[src/rtl/uart_pkg.sv]
// Shared types and helpers for the UART transmit path.
package uart_pkg;

  typedef enum logic [2:0] {
    IDLE,
    START,
    DATA,
    PARITY,
    STOP
  } txState_t;

  localparam logic UART_IDLE_LEVEL = 1'b1;
  localparam int   MAX_DATA_BITS   = 9;
  localparam int   BIT_CNT_W       = 4;

  // Even parity makes the total count of ones even; odd parity inverts that bit.
  function automatic logic parity(input logic [MAX_DATA_BITS-1:0] data, input logic odd);
    return (^data) ^ odd;
  endfunction

endpackage

[src/rtl/uart_tx.sv]
// UART transmit serializer: start, LSB-first data, optional parity, stop bits,
// timed by counting both edges of the baud generator's toggling output.
module uart_tx
  import uart_pkg::*;
#(
  parameter int DATA_BITS = 8,
  parameter int STOP_BITS = 1
) (
  input  logic                 clk_i,
  input  logic                 rst_i,
  input  logic [DATA_BITS-1:0] data_i,
  input  logic                 valid_i,
  output logic                 ready_o,
  input  logic                 parityEn_i,
  input  logic                 parityOdd_i,
  output logic                 baudEn_o,
  input  logic                 baudClk_i,
  output logic                 tx_o,
  output logic                 busy_o,
  output logic                 done_o
);

  txState_t               state_q, state_d;
  logic [DATA_BITS-1:0]   shift_q;
  logic                   par_en_q;
  logic                   par_bit_q;
  logic [BIT_CNT_W-1:0]   bit_cnt_q;
  logic                   stop_cnt_q;
  logic                   baud_clk_q;
  logic                   half_cnt_q;
  logic                   tx_q;
  logic                   done_q;

  logic edge_det, bit_tick, accept, last_data, last_stop;

  assign edge_det  = baudClk_i ^ baud_clk_q;
  assign bit_tick  = edge_det & half_cnt_q;
  assign accept    = valid_i & ready_o;
  assign last_data = (bit_cnt_q == BIT_CNT_W'(DATA_BITS - 1));
  assign last_stop = (stop_cnt_q == 1'(STOP_BITS - 1));

  // NOTE: sequential state uses non-blocking assignments so every register
  // samples pre-edge values regardless of statement order.
  always_ff @(posedge clk_i) begin
    if (rst_i) state_q <= IDLE;
    else       state_q <= state_d;
  end

  // NOTE: every always_comb output gets a default first so no path can infer a latch.
  always_comb begin
    state_d = state_q;
    unique case (state_q)
      IDLE:    if (accept) state_d = START;
      START:   if (bit_tick) state_d = DATA;
      DATA:    if (bit_tick && last_data) state_d = par_en_q ? PARITY : STOP;
      PARITY:  if (bit_tick) state_d = STOP;
      STOP:    if (bit_tick && last_stop) state_d = IDLE;
      default: state_d = IDLE;
    endcase
  end

  always_comb begin
    ready_o  = (state_q == IDLE);
    busy_o   = ~ready_o;
    baudEn_o = ~ready_o;
    tx_o     = tx_q;
    done_o   = done_q;
  end

  // Edge detector, counters and the serial line register.
  always_ff @(posedge clk_i) begin
    if (rst_i) begin
      tx_q       <= UART_IDLE_LEVEL;
      done_q     <= 1'b0;
      baud_clk_q <= 1'b0;
      half_cnt_q <= 1'b0;
      bit_cnt_q  <= '0;
      stop_cnt_q <= 1'b0;
    end else begin
      done_q <= 1'b0;
      // Idle holds the detector cleared so the first bit is phase-locked to accept.
      if (state_q == IDLE) begin
        baud_clk_q <= 1'b0;
        half_cnt_q <= 1'b0;
      end else begin
        baud_clk_q <= baudClk_i;
        half_cnt_q <= half_cnt_q ^ edge_det;
      end

      unique case (state_q)
        IDLE: tx_q <= accept ? 1'b0 : UART_IDLE_LEVEL;
        START: if (bit_tick) begin
          tx_q      <= shift_q[0];
          bit_cnt_q <= '0;
        end
        DATA: if (bit_tick) begin
          if (last_data) begin
            tx_q       <= par_en_q ? par_bit_q : UART_IDLE_LEVEL;
            stop_cnt_q <= 1'b0;
          end else begin
            tx_q      <= shift_q[0];
            bit_cnt_q <= bit_cnt_q + BIT_CNT_W'(1);
          end
        end
        PARITY: if (bit_tick) begin
          tx_q       <= UART_IDLE_LEVEL;
          stop_cnt_q <= 1'b0;
        end
        STOP: if (bit_tick) begin
          if (last_stop) done_q     <= 1'b1;
          else           stop_cnt_q <= stop_cnt_q + 1'b1;
        end
        default: tx_q <= UART_IDLE_LEVEL;
      endcase
    end
  end

  // NOTE: payload registers carry no reset; they are always loaded on accept
  // before being observed, so resetting them would only add logic.
  always_ff @(posedge clk_i) begin
    if (state_q == IDLE) begin
      if (accept) begin
        shift_q   <= data_i;
        par_en_q  <= parityEn_i;
        par_bit_q <= parity(MAX_DATA_BITS'(data_i), parityOdd_i);
      end
    end else if (bit_tick && (state_q == START || state_q == DATA)) begin
      shift_q <= shift_q >> 1;
    end
  end

endmodule

[config.mk]
export PLATFORM = sky130hd
export DESIGN_NAME = uart_tx
export DESIGN_NICKNAME = d
export VERILOG_FILES = /design/src/rtl/uart_pkg.sv /design/src/rtl/uart_tx.sv
export SDC_FILE = /design/constraint.sdc
export NUM_CORES = 1
export LEC_CHECK = 0
export ABC_AREA = 1
export CORE_MARGIN = 2
export CORE_UTILIZATION = 45
export CTS_CLUSTER_DIAMETER = 200
export DETAILED_ROUTE_END_ITERATION = 10
export GPL_TIMING_DRIVEN = 0
export PLACE_DENSITY = 0.69
export SYNTH_ARGS = -nofsm -noshare
export SYNTH_HDL_FRONTEND = slang
export SYNTH_SLANG_ARGS = --single-unit
[constraint.sdc]
create_clock -name clk_i -period 1.6 [get_ports clk_i]
set_input_delay 0.32 -clock clk_i [delete_from_list [all_inputs] [get_ports clk_i]]
set_output_delay 0.32 -clock clk_i [all_outputs]
set_load 0.02 [all_outputs]
## Word level (Yosys, flattened, before mapping)

Index checks and enable logic that the tools add are counted.

| word-level totals | value |
|---|---|
| output and inout port bits | 5 |
| register bits after elaboration | 22 |
| logic and storage cells | 80 |
| input port bits | 14 |

| cells by class | value |
|---|---|
| multiplexer cells | 28 |
| reduce and logical (&&, ||, !) cells | 17 |
| equal/unequal tests | 14 |
| bitwise operators | 9 |
| $add $sub $neg | 2 |

Operator list:

| operator | count |
|---|---|
| two-way mux 8 bit | 3 |
| two-way mux 3 bit | 6 |
| inequality test 2 bit (second input constant) | 8 |
| one-hot mux 3 bit (5 select lines) | 1 |
| two-way mux 1 bit | 12 |
| two-way mux 4 bit | 3 |
| AND reduction 5 bit | 2 |
| parity 9 bit | 1 |
| one-hot mux 4 bit (2 select lines) | 1 |
| AND reduction 4 bit | 2 |
| == test 3 x 2 -> 1 bit (second input constant) | 2 |
| one-hot mux 1 bit (5 select lines) | 1 |
| adder 4 x 1 -> 4 bit (second input constant) | 1 |
| == test 4 x 3 -> 1 bit (second input constant) | 1 |
| NOT 1 bit | 4 |
| AND reduction 2 bit | 2 |
| nonzero test 2 bit | 2 |
| == test 3 x 1 -> 1 bit (second input constant) | 1 |
| == test 3 bit (second input constant) | 1 |
| logical AND 1 bit | 3 |
| logical NOT 3 bit | 1 |
| one-hot mux 1 bit (3 select lines) | 1 |
| nonzero test 3 bit | 1 |
| OR reduction 3 bit | 1 |
| 6 further kinds | 9 |

## Logic depth before layout (Yosys ltp)

Gate-level depths: netlist of run 1.

| logic depth | value |
|---|---|
| depth after elaboration | 5 |
| gate-level depth with buffers | 10 |

## Least setup slack after synthesis of run 1

Ideal clock, no wire load.

| timing path | value |
|---|---|
| path type | register to register |
| start | register state_q[0] |
| end | register shift_q[0], enable pin |
| cell stages (with the launch flop) | 6 |
| period minus slack after synthesis | 1760 ps |
| data arrival time | 1376 ps |
| setup time | 384 ps |
| required time | 1216 ps |
| setup slack | -160 ps |
| cells stage by stage | dfxtp_1 > nor2_1 > inv_1 > nor2_1 > inv_1 > o21ai_0 |

| on the way | value |
|---|---|
| cells in the longest elaborated chain, start to end | 5 |
| elaborated cells between the ends (all ways) | 9 |
| those cells by class | 3 x eq/ne; 1 x bitwise; 5 x reduce/logical |

RTL lines:

| element | line | text |
|---|---|---|
| start: declaration | uart_tx.sv:23 | `txState_t state_q, state_d;` |
| start signal: assignment | uart_tx.sv:46 | `else state_q <= state_d;` |
| == test 3 x 1 -> 1 bit / == test 3 x 2 -> 1 bit (equally long branches) | uart_tx.sv:127 | `end else if (bit_tick && (state_q == START \|\| state_q == DATA)) begin` |
| logical OR 1 bit | uart_tx.sv:127 |  |
| logical AND 1 bit | uart_tx.sv:127 |  |
| nonzero test 2 bit (no source line) | n/a |  |
| AND reduction 2 bit (no source line) (*) | n/a |  |
| end signal: assignment | uart_tx.sv:123 | `shift_q <= data_i;` |
| end signal: assignment | uart_tx.sv:128 | `shift_q <= shift_q >> 1;` |
| end: declaration | uart_tx.sv:24 | `logic [DATA_BITS-1:0] shift_q;` |

Mark *: on every way between the ends. The rest lies on a longest branch, timed or not.
A chain may end at the register's enable or synchronous reset.

## Final worst setup path of run 1

| timing path | value |
|---|---|
| start | register state_q[1] |
| end | output busy_o |

| on the way | value |
|---|---|
| cells in the longest elaborated chain, start to end | 2 |

RTL lines:

| element | line | text |
|---|---|---|
| logical NOT 3 bit | uart_tx.sv:63 | `ready_o = (state_q == IDLE);` |
| NOT 1 bit | uart_tx.sv:64 | `busy_o = ~ready_o;` |
| end: declaration | uart_tx.sv:19 | `output logic busy_o,` |

No other way between the ends.

==> metrics.txt, run 1 <==
status complete, but fails checks; failing checks negative setup slack; Final WS setup -78.04 ps; asr flop ratio synth 0%; worst-path cell chain nor2_4 > inv_2 > nor2_4 > inv_2 > buf_6 > buf_6 > buf_6; final setup fails 2; layout cells sized above 1 20.30%; slowest CP cell dfxtp_4; most common cell after layout, fill and taps aside nand2_1; Worst path max stage delay 370 ps; Pre-Repair DR Iteration Count 5; CTS Sinks 21; Setup crit start kind flop; switching pwr 1.359 mW; vias in the first global route 1143; flops & latches, synth 21; Buf/Inv on CP 5; Post-synth EDFFs 10; Final Non-Filler Cells 227; FILL cells 231; Die X 56.23 um; diodes inserted 0; Clk network pwr share 8.4%; sw frac 44.10%; Setup Skew 6.462 ps; worst-case vdd ir drop 1.135 mV; Crit Path Class reg2out; Final Hold Slack 455.7 ps; RSZ-0062 raised after global routing true; Seq pwr share 29.6%; Hold Path Class in2reg; worst slew pin tran 299.8 ps; pin count of the biggest net entering global routing 12; Detailed Route WL 2.775 mm; Setup WS pre-CTS -570.8 ps; Regs by FF count shift_q (8), bit_cnt_q (4), state_q (3); final slew viol count 0; global-route wire length before repair 4.740 mm; post-route ant nets 0; row count 18; post-route setup TNS -83.94 ps; initial antenna violation count 0; synth unique cells 25; syn_nets 184; CTS root buf clkbuf_4; RePlAce Congestion 0.9042; Internal 1.722 mW; synthesized area per cell 7.350 um2; WP data arrival 1360 ps; most frequent cells in the layout nand2_1 (55), nor2_1 (18), inv_1 (14), clkdlybuf4s50_1 (12); relative slew slack 79.94%; Tcrit/Tclk final 104.9%; MaxCap Viol Count 0; die area 3161 um2; area grow syn2layout 31.29%; via count 1183; sequential area share after synthesis 42.41%; # DRC 0; total congestion overflow 0; initial core utilization 48.66%; Inst Count DP 215; WP data required 1280 ps; total track usage 18.58%; Crit path top cell by count buf_6; clock transition at the registers of the reported paths 120 ps; final worst path period need 1678 ps; max FFs per register 8; flip-flop and latch area 529.3 um2; Avg WL per Cell 12.22 um; Synth Cell Area 1227 um2; area of the multi-input gates 675.6 um2; fmax 595.9 MHz; H-tree depth 1; reported leakage power 0.7466 nW; Hold Violations, Final 0; PwrDens 1911 nW/um2; critical path capture point type output pin; worst skew pair latency 300 ps; crit path max fanout 5; CTS tree built; Crit path max-delay family buffers and inverters; combinational power share 62.0%; main flop type after synthesis dfxtp_1; Num CTS Buffers 3; Nets 215; Port Buf Inserts 18; Synth Instances 167; die height 56.23 um; Synth warnings 0; DR iter-0 viols 23; Ports 19; Clock Tree Buf Depth 2; HPWL after detailed placement 1.927 mm; Biggest register shift_q; core area 2522 um2; Core Util, Final 63.89%; DR vias/cell 5.211
==> worst paths after layout <==
check	start	endpoint	slack (ps)	cells past startpoint
max	state_q[1]	busy_o	-80	7
min	baudClk_i	baud_clk_q	460	2
max reg2reg	state_q[1]	shift_q[7]	110	7
min reg2reg	tx_o	tx_o	510	2
==> stage by stage <==
stage,power (mW),cell area (um2)
after floorplan,1.977,1227
after global placement,2.393,1445
after detailed placement,2.414,1445
after CTS,3.025,1578
after global routing,3.356,1612
final,3.080,1612
==> power groups by stage <==
stage                     registers, mW  logic [mW]  clock network [mW]
final                             0.912        1.91               0.259
after global placement            0.916        1.48                   0
after CTS                         0.910        1.85               0.269
after floorplan                   0.905        1.07                   0
after detailed placement          0.922        1.49                   0
after global routing              0.927        2.14               0.289
==> layer usage <==
layer  wire [um]  global-route usage, %
met4          14                  7.823
met5           0                      0
met2        1400                  31.60
met1        1211                  23.27
met3         148                  2.791
==> cell usage after synthesis (2+ instances only) <==
master / count / share of area [%]
nand2_1: 57 / 17
edfxtp_1: 10 / 24
a21oi_1: 7 / 2.9
buf_2: 3 / 1.2
nand4_1: 2 / 1.0
xor2_1: 4 / 2.9
nor3b_1: 2 / 1.2
nand2_2: 3 / 1.5
xnor2_1: 3 / 2.1
nor2_1: 21 / 6.4
inv_1: 16 / 4.9
ha_1: 3 / 3.1
nand3b_1: 3 / 1.8
dfxtp_1: 11 / 18
nand3_1: 11 / 4.5
o21ai_0: 2 / 0.82
==> cell families after synthesis <==
kind of cell | after synthesis | share of synthesized area [%]
and+or+nand+nor | 104 | 37.51
AOI/OAI and AO/OA | 12 | 5.301
DFF | 21 | 42.41
xor gates and xnor gates | 7 | 4.995
buffers and inverters | 20 | 6.728
adders and majority gates | 3 | 3.058
==> what timing repair did <==
| item | 4_1_cts | 5_1_grt |
|---|---|---|
| hold buffers | 0 | 0 |
| gates resized for setup | 38 | 7 |
| pin swaps | 5 | 5 |
| gates cloned | 0 | 0 |
| endpoints found under the setup margin | 15 | 17 |
| setup buffers | 7 | 1 |
==> final cells by class <==
| type | count | share of cell area, % |
|---|---|---|
| sequential | 21 | 32.84 |
| tap | 30 | 2.329 |
| inverter | 16 | 3.727 |
| multi-input combinational | 126 | 41.93 |
| buffer | 4 | 2.795 |
| clock buffer | 4 | 1.630 |
| timing repair buffer | 26 | 14.75 |
(Power assumes the default switching activity.)
==> inputs of run 2 (changes only) <==
--- a/config.mk
+++ b/config.mk
@@ -10,7 +10,6 @@
 export CORE_UTILIZATION = 45
 export CTS_CLUSTER_DIAMETER = 200
 export DETAILED_ROUTE_END_ITERATION = 10
-export GPL_TIMING_DRIVEN = 0
 export PLACE_DENSITY = 0.69
 export SYNTH_ARGS = -nofsm -noshare
 export SYNTH_HDL_FRONTEND = slang
==> run 2 against run 1 <==
  * The run now ends clean
  * Critical path depth down 2
  * Sequential power down 3.6%
  * Combinational power shrank 8%
  * Via count down 1.5%
  * Register-to-register slack worse by 20 ps
  * Core utilization is 0.84 points lower
  * Hold slack got worse by 17 ps
  * Sequential cell count unchanged
  * Die area stayed put
  * Sequential share of layout area about the same
  * Critical path type unchanged
  * Highest routed layer unchanged
==> metrics.txt, run 2 (synthesis gave the netlist of run 1 again) <==
Inst Count DP 224 (was 215); Regs by FF count shift_q (8), bit_cnt_q (4), state_q (3) (unchanged); Avg WL per Cell 11.53 um (was 12.22 um); cells on worst reg2reg path 8 (was 7); H-tree depth 1 (unchanged); row count 18 (unchanged); CTS Sinks 21 (unchanged); Hold Violations, Final 0 (unchanged); die height 56.23 um (unchanged); DR vias/cell 5.065 (was 5.211); Final Non-Filler Cells 230 (was 227); RePlAce Congestion 0.8707 (was 0.9042); PwrDens 1829 nW/um2 (was 1911 nW/um2); area grow syn2layout 29.56% (was 31.29%); HPWL after detailed placement 2.050 mm (was 1.927 mm); worst skew pair latency 310 ps (was 300 ps); core area 2522 um2 (unchanged); vias in the first global route 1073 (was 1143); MaxCap Viol Count 0 (unchanged); fin area 1590 um2 (was 1612 um2); max FFs per register 8 (unchanged); final setup fails 0 (was 2); initial antenna violation count 0 (unchanged); CTS tree built (unchanged); status completed (was complete, but fails checks); layout cells sized above 1 20.00% (was 20.30%); worst slew pin tran 209.3 ps (was 299.8 ps); Tcrit/Tclk final 95.95% (was 104.9%); Setup Skew 3.421 ps (was 6.462 ps); Crit Path Class reg2out (unchanged); crit path max fanout 4 (was 5); diodes inserted 0 (unchanged); DR iter-0 viols 44 (was 23); Setup crit start kind flop (unchanged); Nets 218 (was 215); most common cell after layout, fill and taps aside nand2_1 (unchanged); Die X 56.23 um (unchanged); via count 1165 (was 1183); Core Util, Final 63.05% (was 63.89%); post-route ant nets 0 (unchanged); final worst path period need 1535 ps (was 1678 ps); die area 3161 um2 (unchanged); clock transition at the registers of the reported paths 120 ps (about the same); DP Area 1520 um2 (was 1445 um2); most frequent cells in the layout nand2_1 (57), nor2_1 (18), buf_4 (17), inv_1 (14), clkdlybuf4s50_1 (12) (was nand2_1 (55), nor2_1 (18), inv_1 (14), clkdlybuf4s50_1 (12)); fmax 651.4 MHz (was 595.9 MHz); Final WS setup 64.75 ps (was -78.04 ps); post-route setup TNS 0 ps (was -83.94 ps); reported leakage power 0.7489 nW (was 0.7466 nW); total track usage 17.85% (was 18.58%); Num CTS Buffers 3 (unchanged); CTS root buf clkbuf_4 (unchanged); WP data required 1280 ps (about the same); Port Buf Inserts 18 (unchanged); global-route wire length before repair 4.485 mm (was 4.740 mm); Ports 19 (unchanged); Detailed Route WL 2.653 mm (was 2.775 mm); cts hold-fix bufs 0 (unchanged); total congestion overflow 0 (unchanged); initial core utilization 48.66% (unchanged); # DRC 0 (unchanged); total power 2.909 mW (was 3.080 mW); critical path capture point type output pin (unchanged); Clock Tree Buf Depth 2 (unchanged); Hold Crit Depth 2 (unchanged); RSZ-0062 raised after global routing true (unchanged); Biggest register shift_q (unchanged); final slew viol count 0 (unchanged); Hold Path Class in2reg (unchanged); relative slew slack 85.93% (was 79.94%); Pre-Repair DR Iteration Count 5 (unchanged); Setup WS pre-CTS -440.7 ps (was -570.8 ps); worst-case vdd ir drop 1.392 mV (was 1.135 mV); WP data arrival 1220 ps (was 1360 ps); Final Hold Slack 438.2 ps (was 455.7 ps); pin count of the biggest net entering global routing 13 (was 12)
[run 2: changes by cell type in the layout (fill, tap and decap cells not counted), sizes merged]
cell,change
clkbuf,-1
dlygate4sd2,+1
dlymetal6s2s,-1
buf,+3
clkinv,+1
[run 2: area by class of cell]
class                      instances  area [um2]
timing repair buffer              33       282.8
inverter                          16       60.06
multi-input combinational        126       659.4
tap                               30       37.54
fill                             239       932.1
sequential                        21       523.0
clock inverter                     1       5.005
clock buffer                       3       22.52
[run 2: worst paths after layout]
| check | slack, ps | start | to |
|---|---|---|---|
| hold / removal | 440 | baudClk_i | baud_clk_q |
| hold reg to reg | 510 | bit_cnt_q[3] | bit_cnt_q[3] |
| setup reg to reg | 90 | state_q[1] | shift_q[4] |
| setup / recovery | 60 | state_q[0] | busy_o |
[run 2: routing by layer]
layer	vias up	global-route usage [%]	wire (um)
met4	0	7.143	38
met3	5	2.326	139
li1	603	-	-
met2	30	31.09	1365
met5	-	0	0
met1	527	22.11	1110
[run 2: repair_timing]
action | 4_1_cts | 5_1_grt
setup buffers | 1 | 1
endpoints found under the hold margin | 0 | 0
pin swaps | 3 | 4
setup endpoints to repair | 15 | 14
gates resized for setup | 21 | 9
[run 2: power by group]
group | internal [mW] | switching (mW) | total, mW | leakage, nW
clock | 0.0935 | 0.171 | 0.265 | 0.0177
sequential | 0.802 | 0.0772 | 0.879 | 0.186
combinational | 0.699 | 1.07 | 1.76 | 0.545
[run 2: critical path, cell delays in order (launching register included)]
cell	delay [ps]
dfxtp_2	350
nor2_4	130
inv_2	50
nor2_4	140
inv_2	70
buf_4	160
==> inputs of run 3 (changes only) <==
--- a/config.mk
+++ b/config.mk
@@ -10,7 +10,7 @@
 export CORE_UTILIZATION = 45
 export CTS_CLUSTER_DIAMETER = 200
 export DETAILED_ROUTE_END_ITERATION = 10
-export PLACE_DENSITY = 0.69
+export PLACE_DENSITY = 0.67
 export SYNTH_ARGS = -nofsm -noshare
 export SYNTH_HDL_FRONTEND = slang
 export SYNTH_SLANG_ARGS = --single-unit
==> constraint.sdc (replaced) <==
create_clock -name clk_i -period 1.5 [get_ports clk_i]
set_input_delay 0.3 -clock clk_i [delete_from_list [all_inputs] [get_ports clk_i]]
set_output_delay 0.3 -clock clk_i [all_outputs]
set_load 0.02 [all_outputs]
==> run 3 against run 2 <==
  * Wire length grew 2.2%
  * Sequential cell count is the same
  * Setup slack lost 43 ps
  * Highest routed layer unchanged
==> metrics.txt, run 3 (synthesis gave the netlist of run 1 again) <==
status completed (unchanged); # DRC 0 (unchanged); Hold Path Class in2reg (unchanged); Final Non-Filler Cells 236 (was 230); Worst path max stage delay 350 ps (about the same); worst skew pair latency 310 ps (about the same); Pre-Repair DR Iteration Count 4 (was 5); Tcrit/Tclk final 98.57%; WP data required 1200 ps (was 1280 ps); H-tree depth 1 (unchanged); Hold Violations, Final 0 (unchanged); CTS root buf clkbuf_4 (unchanged); core area 2522 um2 (unchanged); RePlAce Congestion 0.7913 (was 0.8707); post-route ant nets 0 (unchanged); hold path startpoint baudClk_i (unchanged); most common cell after layout, fill and taps aside nand2_1 (unchanged); slowest CP cell dfxtp_2 (unchanged); vias in the first global route 1048 (was 1073); total power 3.476 mW (was 2.909 mW); final setup fails 0 (unchanged); Final WS setup 21.40 ps (was 64.75 ps); RSZ-0062 raised after global routing true (unchanged); Ports 19 (unchanged); Final Hold Slack 429.6 ps (was 438.2 ps); R2R Setup Slk 30 ps (was 90 ps); FILL cells 225 (was 239); final worst path period need 1479 ps; max FFs per register 8 (unchanged); total congestion overflow 0 (unchanged); WP data arrival 1180 ps (was 1220 ps); fin area 1694 um2 (was 1590 um2); reported leakage power 0.7797 nW (was 0.7489 nW); layout cells sized above 1 27.67% (was 20.00%); DR vias/cell 4.962 (was 5.065); global-route wire length before repair 4.374 mm (was 4.485 mm); via count 1171 (was 1165); CTS tree built (unchanged); PwrDens 2052 nW/um2 (was 1829 nW/um2); DR iter-0 viols 26 (was 44); Clock Tree Buf Depth 2 (unchanged); final slew viol count 0 (unchanged); die area 3161 um2 (unchanged); Setup crit start kind flop (unchanged); initial core utilization 48.66% (unchanged); CTS Sinks 21 (unchanged); clock transition at the registers of the reported paths 130 ps (was 120 ps); diodes inserted 0 (unchanged); Hold Crit Depth 2 (unchanged); DP Area 1554 um2 (was 1520 um2); fmax 676.3 MHz; Avg WL per Cell 11.49 um (was 11.53 um); Crit Path Class reg2out (unchanged); crit path max fanout 4 (unchanged); area grow syn2layout 38.02% (was 29.56%); total track usage 17.28% (was 17.85%); Regs by FF count shift_q (8), bit_cnt_q (4), state_q (3) (unchanged); Nets 224 (was 218); RR Startpoint state_q[2] (was state_q[1]); pin count of the biggest net entering global routing 13 (unchanged); MaxCap Viol Count 0 (unchanged); Biggest register shift_q (unchanged); most frequent cells in the layout nand2_1 (54), buf_4 (22), nor2_1 (15), inv_1 (14), clkdlybuf4s50_1 (12) (was nand2_1 (57), nor2_1 (18), buf_4 (17), inv_1 (14), clkdlybuf4s50_1 (12)); FF-to-FF End state_q[1] (was shift_q[4]); Setup Skew 4.534 ps (was 3.421 ps); Setup WS pre-CTS -441.1 ps (was -440.7 ps); worst slew pin tran 310.6 ps (was 209.3 ps); initial antenna violation count 0 (unchanged); die height 56.23 um (unchanged); worst-case vdd ir drop 2.132 mV (was 1.392 mV); post-route setup TNS 0 ps (unchanged); Detailed Route WL 2.712 mm (was 2.653 mm); worst-path cell chain nor2_4 > inv_2 > nor2_4 > inv_2 > buf_4 (unchanged); Num CTS Buffers 3 (unchanged); Core Util, Final 67.16% (was 63.05%); Inst Count DP 228 (was 224); cells on worst reg2reg path 9 (was 8); relative slew slack 79.22% (was 85.93%); Port Buf Inserts 18 (unchanged); Die X 56.23 um (unchanged); HPWL after detailed placement 2.020 mm (was 2.050 mm); row count 18 (unchanged); critical path capture point type output pin (unchanged); WHS Endpoint baud_clk_q (unchanged)
[run 3: worst max-delay path by stage]
| stage | startpoint | to | slack (ps) | cells past startpoint |
|---|---|---|---|---|
| floorplan | baud_clk_q | state_q[0] | 60 | 10 |
| global placement | baudClk_i | state_q[2] | -420 | 10 |
| detailed placement | baudClk_i | state_q[0] | -440 | 10 |
| CTS | state_q[0] | ready_o | -30 | 5 |
| global route | state_q[2] | state_q[1] | -70 | 9 |
| finish | state_q[1] | busy_o | 20 | 5 |
[run 3: worst max-delay path: cells and delay by family (launching register included)]
kind	cells	cell delay (ps)
buffers and inverters	3	280
flip-flops	1	350
AND/OR/NAND/NOR	2	240
[run 3: where the power goes]
| part | total, mW | internal, mW | switching [mW] | leakage, nW |
|---|---|---|---|---|
| sequential | 0.943 | 0.860 | 0.0830 | 0.187 |
| clock | 0.283 | 0.0995 | 0.183 | 0.0177 |
| combinational | 2.25 | 0.983 | 1.27 | 0.575 |
| total | 3.48 | 1.94 | 1.53 | 0.780 |
[run 3: timing repair]
action,CTS,global route
resized for setup,33,14
hold buffers,0,0
setup buffers,2,2
pin swaps,4,10
gates cloned,0,0
endpoints found under the setup margin,19,21
[run 3: metal layers]
metal / GRT usage (%) / vias to the layer above / wire length (um)
met1: 20.12 / 536 / 1160
met2: 31.93 / 24 / 1453
met3: 2.093 / 2 / 87
met4: 6.463 / 0 / 10
li1: - / 609 / -
met5: 0 / - / 0
[run 3: final cells by class]
class	instances	area [um2]	share of cell area, %
inverter	16	60.06	3.545
sequential	21	525.5	31.02
timing repair buffer	39	334.1	19.72
tap	30	37.54	2.216
multi-input combinational	126	709.4	41.88
clock inverter	1	5.005	0.2954
clock buffer	3	22.52	1.329
